==> config.mk <==
export PLATFORM = sky130hd
export DESIGN_NAME = seg7_decimal_display
export DESIGN_NICKNAME = d
export VERILOG_FILES = /design/src/rtl/seg7_decimal_display.sv
export SDC_FILE = /design/constraint.sdc
export NUM_CORES = 1
export LEC_CHECK = 0
export ABC_AREA = 1
export CAP_MARGIN = 0
export CORE_ASPECT_RATIO = 0.6
export CORE_MARGIN = 2
export CORE_UTILIZATION = 52
export DETAILED_ROUTE_END_ITERATION = 8
export GPL_TIMING_DRIVEN = 0
export PLACE_DENSITY = 0.8
export REMOVE_ABC_BUFFERS = 1
export SYNTH_ARGS = -nofsm -noshare
export SYNTH_HDL_FRONTEND = slang
export SYNTH_SLANG_ARGS = --single-unit
==> constraint.sdc <==
create_clock -name clk -period 1.8 [get_ports clk]
set_clock_uncertainty 0.2 [all_clocks]
set_input_delay 0.36 -clock clk [delete_from_list [all_inputs] [get_ports clk]]
set_output_delay 0.36 -clock clk [all_outputs]
set_load 0.02 [all_outputs]
==> src/rtl/seg7_decimal_display.sv <==
// Binary-to-decimal seven-segment driver: sequential double-dabble (one bit per clock)
// with load/busy/done handshake, overflow dashes, leading-zero blanking and blank control.
module seg7_decimal_display #(
   parameter int WIDTH      = 16,
   parameter int DIGITS     = 4,
   parameter int ACTIVE_LOW = 1,
   parameter int LZ_BLANK   = 1
) (
   input  logic                  clk,
   input  logic                  rst_n,
   input  logic                  load,
   input  logic [WIDTH-1:0]      value,
   input  logic                  blank,
   output logic                  busy,
   output logic                  done,
   output logic                  overflow,
   output logic [4*DIGITS-1:0]   bcd,
   output logic [7*DIGITS-1:0]   seg
);
   localparam int CW = $clog2(WIDTH + 1);
   localparam int BW = 4 * DIGITS;

   typedef enum logic {IDLE, CONV} state_t;

   state_t          state_reg, state_next;
   logic [WIDTH-1:0] bin_reg, bin_next;
   logic [BW-1:0]   work_reg, work_next;
   logic            ovf_work_reg, ovf_work_next;
   logic [CW-1:0]   cnt_reg, cnt_next;
   logic [BW-1:0]   bcd_reg, bcd_next;
   logic            overflow_reg, overflow_next;
   logic            done_reg, done_next;

   logic [BW-1:0]   adj;
   logic [BW-1:0]   shift_work;
   logic            shift_ovf;

   // Add-3 correction on every working digit before the shift
   generate
      for (genvar gi = 0; gi < DIGITS; gi++) begin : g_adj
         assign adj[4*gi +: 4] = (work_reg[4*gi +: 4] >= 4'd5) ?
                                 work_reg[4*gi +: 4] + 4'd3 : work_reg[4*gi +: 4];
      end
   endgenerate

   // A one leaving the top digit means the value no longer fits in DIGITS digits
   assign shift_work = {adj[BW-2:0], bin_reg[WIDTH-1]};
   assign shift_ovf  = ovf_work_reg | adj[BW-1];

   always_ff @(posedge clk or negedge rst_n) begin
      if (!rst_n) begin
         state_reg    <= IDLE;
         bin_reg      <= '0;
         work_reg     <= '0;
         ovf_work_reg <= 1'b0;
         cnt_reg      <= '0;
         bcd_reg      <= '0;
         overflow_reg <= 1'b0;
         done_reg     <= 1'b0;
      end else begin
         state_reg    <= state_next;
         bin_reg      <= bin_next;
         work_reg     <= work_next;
         ovf_work_reg <= ovf_work_next;
         cnt_reg      <= cnt_next;
         bcd_reg      <= bcd_next;
         overflow_reg <= overflow_next;
         done_reg     <= done_next;
      end
   end

   always_comb begin
      state_next    = state_reg;
      bin_next      = bin_reg;
      work_next     = work_reg;
      ovf_work_next = ovf_work_reg;
      cnt_next      = cnt_reg;
      bcd_next      = bcd_reg;
      overflow_next = overflow_reg;
      done_next     = 1'b0;
      case (state_reg)
         IDLE: begin
            if (load) begin
               bin_next      = value;
               work_next     = '0;
               ovf_work_next = 1'b0;
               cnt_next      = '0;
               state_next    = CONV;
            end
         end
         CONV: begin
            work_next     = shift_work;
            bin_next      = bin_reg << 1;
            ovf_work_next = shift_ovf;
            cnt_next      = cnt_reg + CW'(1);
            if (cnt_reg == CW'(WIDTH - 1)) begin
               bcd_next      = shift_work;
               overflow_next = shift_ovf;
               done_next     = 1'b1;
               state_next    = IDLE;
            end
         end
         default: state_next = IDLE;
      endcase
   end

   function automatic logic [6:0] seg_pattern(input logic [3:0] d);
      case (d)
         4'd0:    seg_pattern = 7'h3F;
         4'd1:    seg_pattern = 7'h06;
         4'd2:    seg_pattern = 7'h5B;
         4'd3:    seg_pattern = 7'h4F;
         4'd4:    seg_pattern = 7'h66;
         4'd5:    seg_pattern = 7'h6D;
         4'd6:    seg_pattern = 7'h7D;
         4'd7:    seg_pattern = 7'h07;
         4'd8:    seg_pattern = 7'h7F;
         4'd9:    seg_pattern = 7'h6F;
         default: seg_pattern = 7'h00;
      endcase
   endfunction

   generate
      for (genvar gi = 0; gi < DIGITS; gi++) begin : g_seg
         localparam bit CAN_BLANK = (LZ_BLANK != 0) && (gi != 0);
         logic       nz_up;
         logic [6:0] lit;
         // Display is a leading zero when it and every digit above it are zero
         assign nz_up = |bcd_reg[BW-1:4*gi];
         always_comb begin
            lit = seg_pattern(bcd_reg[4*gi +: 4]);
            if (blank)
               lit = 7'h00;
            else if (overflow_reg)
               lit = 7'h40;
            else if (CAN_BLANK && !nz_up)
               lit = 7'h00;
         end
         assign seg[7*gi +: 7] = (ACTIVE_LOW != 0) ? ~lit : lit;
      end
   endgenerate

   assign busy     = (state_reg == CONV);
   assign done     = done_reg;
   assign overflow = overflow_reg;
   assign bcd      = bcd_reg;
endmodule

==> results_dict.tcl <==
set metrics [dict create \
    status "finished, violations left" \
    violations "negative setup slack" \
    synth_cell_types 26 \
    path_max_fanout 3 \
    synth_top_area_share_pct 41.1 \
    clk_pin_slew_ns 0.06 \
    dp_hpwl_um 5640 \
    finalHoldViolCount 0 \
    wl_per_cell_um 15.2 \
    drc 0 \
    synth_seq_cells 57 \
    core_um2 6560 \
    min_period_ns 2.24 \
    slew_headroom_pct 68.0 \
    antenna_found_initial 0 \
    finalPower_mw 9.57 \
    synth_area_leader_cell "dfrtp_1" \
    grt.busiest_layer "met2" \
    routed_wl_um 9910 \
    crit_path_end_kind "output port" \
    grt_util_met3_pct 6.66 \
    die_h_um 67.3 \
    cp.depth 6 \
    cp_data_arrival_time_ns 1.68 \
    met1_usage_pct 37.8 \
    cp_slowest_stage_delay_ns 0.42 \
    tightest_slew_ns 0.480 \
    drt_iter0_markers 281 \
    cp_slowest_cell "dfrtp_1" \
    worstRegToRegCells 8 \
    dieArea_um2 7370 \
    synth_edf_count 0 \
    fin_crit_sh_pct 124 \
    num_io_pins 67 \
    max_clock_freq_ghz 0.447 \
    ys.flop_type "dfrtp_1" \
    async_flop_share_pct 100 \
    rsz0062_at_grt "true" \
    start_util_pct 52.9 \
    fin_area_um2 5050 \
    setup_viol 28 \
    nFillCells 439 \
    via_per_inst 5.40 \
    setup_ws_ns -0.439 \
    critical_path_class "flip-flop to output port" \
    crit_buf_inv 2 \
    postRouteAntennaNets 0 \
    htreeDepth 3 \
    num_antenna_cells 0 \
    cts.path.max_buffers 2 \
    holdPathStages 2 \
    synth.most_common_cell "nand2_1" \
    dpl_cell_area_um2 4190 \
    grtUsageTotal_pct 26.9 \
    syn_area_per_cell_um2 7.61 \
    startpoint_type "flip-flop" \
    clock_latency_ns 0.34 \
    syn_to_final_growth_pct 45.4 \
    cts.root.buffer_cell "clkbuf_8" \
    grt_overflow 0 \
    grt_max_degree 42 \
    fin_setup_tns_ns -9.43 \
    path_cells "buf_6 > ha_4 > or2_4 > o211ai_1 > nand3_1 > buf_6" \
    max-cap-violations 0 \
    critPathTopFamily "flip-flops" \
    multi_input_area_um2 2150 \
    synthTopCellsByArea "dfrtp_1 41%, nand2_1 18%, ha_1 11%" \
    numCtsBuffers 9 \
    seqCellArea_um2 1440 \
    met2_usage_pct 42.0 \
    crit_top_cell "buf_6" \
    place.gp.congestion 0.945 \
    clock-sinks 57 \
    yosys-top-cells-count "164 x nand2_1, 58 x nand3_1, 57 x dfrtp_1" \
    fin_cells 654 \
    num_rows 23 \
    first_global_vias 3163 \
    die_x_um 109 \
    synth_seq_area_share_pct 41.1 \
    portBuffers 66 \
    dp_cells 599 \
    route.vias.total 3532 \
    syn-cell-area_um2 3470 \
    finalMaxSlewViolations 0 \
    drive_gt1_share_pct 31.4 \
    grt_pass1_wl_um 15200 \
    first_pass_iters 5 \
    peakVddDrop_uv 986 \
    power_density_nw_per_um2 1900 \
    cts_tree "built" \
    hold_path_class "flip-flop to flip-flop" \
    yosysWarningCount 0 \
    fin_nets 612 \
    postSynthCellCount 456 \
    leakage_nw 2.49 \
    required_ns 1.24 \
]
[where the power goes]
group | switching (mW) | internal [mW] | total (mW)
Combinational | 3.43 | 2.43 | 5.86
Clock | 0.482 | 0.752 | 1.23
Sequential | 0.634 | 1.85 | 2.48
Total | 4.55 | 5.02 | 9.57
[path summary, 6_finish.rpt]
check	startpoint	to	slack (ns)
worst max-delay path	bcd[4]$_DFFE_PN0P_	seg[7]	-0.44
worst min-delay path	ovf_work_reg$_DFFE_PN0P_	ovf_work_reg$_DFFE_PN0P_	0.28
worst max register to register	work_reg[8]$_DFFE_PN0P_	bcd[10]$_DFFE_PN0P_	0.08
worst min register to register	ovf_work_reg$_DFFE_PN0P_	ovf_work_reg$_DFFE_PN0P_	0.28
max in group asynchronous	rst_n	bcd[9]$_DFFE_PN0P_	0.52
min in group asynchronous	rst_n	work_reg[2]$_DFFE_PN0P_	0.30
[cell families after synthesis]
logic type               count (synthesis)  synth area share [%]
AND/OR/NAND/NOR                        249                  31.0
buffers and inverters                   62                  7.57
AO/OA/AOI/OAI                           58                  9.59
flip-flops                              57                  41.1
adder cells (fa/ha/maj)                 30                  10.8
[routing by layer]
metal / routed length (µm) / share of wire, %
met3: 694 / 7.0
met5: 0 / 0
met4: 127 / 1.3
met2: 4820 / 49
met1: 4280 / 43
[what timing repair did]
action | CTS | global route
buffers inserted | 29 | 7
cloned | 1 | 1
endpoints found under the hold margin | 16 | 0
pin swaps | 24 | 21
setup endpoints to repair | 104 | 67
gates resized for setup | 260 | 60
hold buffers | 1 | 0
[cell type report]
cell class	count	share of cell area [%]
Clock buffer	14	3.42
Timing Repair Buffer	104	18.2
Multi-Input combinational cell	339	42.6
Inverter	51	4.39
Tap cell	87	2.16
Clock inverter	2	0.694
Sequential cell	57	28.6
[worst min-delay path: stages, from the launching register on]
cell,delay (ns)
dfrtp_1,0.34
nand2_1,0.05
nand2_1,0.05
[cells in the final DEF, fill, tap and decap left out, drive strengths merged]
| master | Yosys | layout |
|---|---|---|
| clkbuf | 0 | 17 |
| a22oi | 5 | 5 |
| nand4 | 1 | 1 |
| inv | 51 | 50 |
| bufinv | 0 | 1 |
| dlygate4sd2 | 0 | 12 |
| nor2 | 16 | 17 |
| clkdlybuf4s15 | 0 | 1 |
| o21ai | 37 | 37 |
| buf | 11 | 70 |
| o211ai | 6 | 6 |
| clkdlybuf4s50 | 0 | 17 |
| nand3 | 60 | 60 |
| a21oi | 2 | 2 |
| ha | 30 | 30 |
| dlygate4sd3 | 0 | 1 |
| dfrtp | 57 | 57 |
| clkinv | 0 | 2 |
| o22ai | 6 | 6 |
| or2 | 4 | 4 |
| a22o | 2 | 2 |
| nand2 | 168 | 169 |
[stage by stage]
| step | setup WS, ns | utilization, % | hold WS [ns] |
|---|---|---|---|
| after CTS | -0.404 | 72.8 | 0.288 |
| after detailed placement | -1.11 | 63.8 | 0.112 |
| after global routing | -0.522 | 76.9 | 0.307 |
| after global placement | -1.54 | 63.6 | 0.268 |
| after floorplan | -0.416 | - | -0.136 |
| final | -0.439 | 76.9 | 0.283 |
Note: power is estimated with default switching activity, not from simulation.
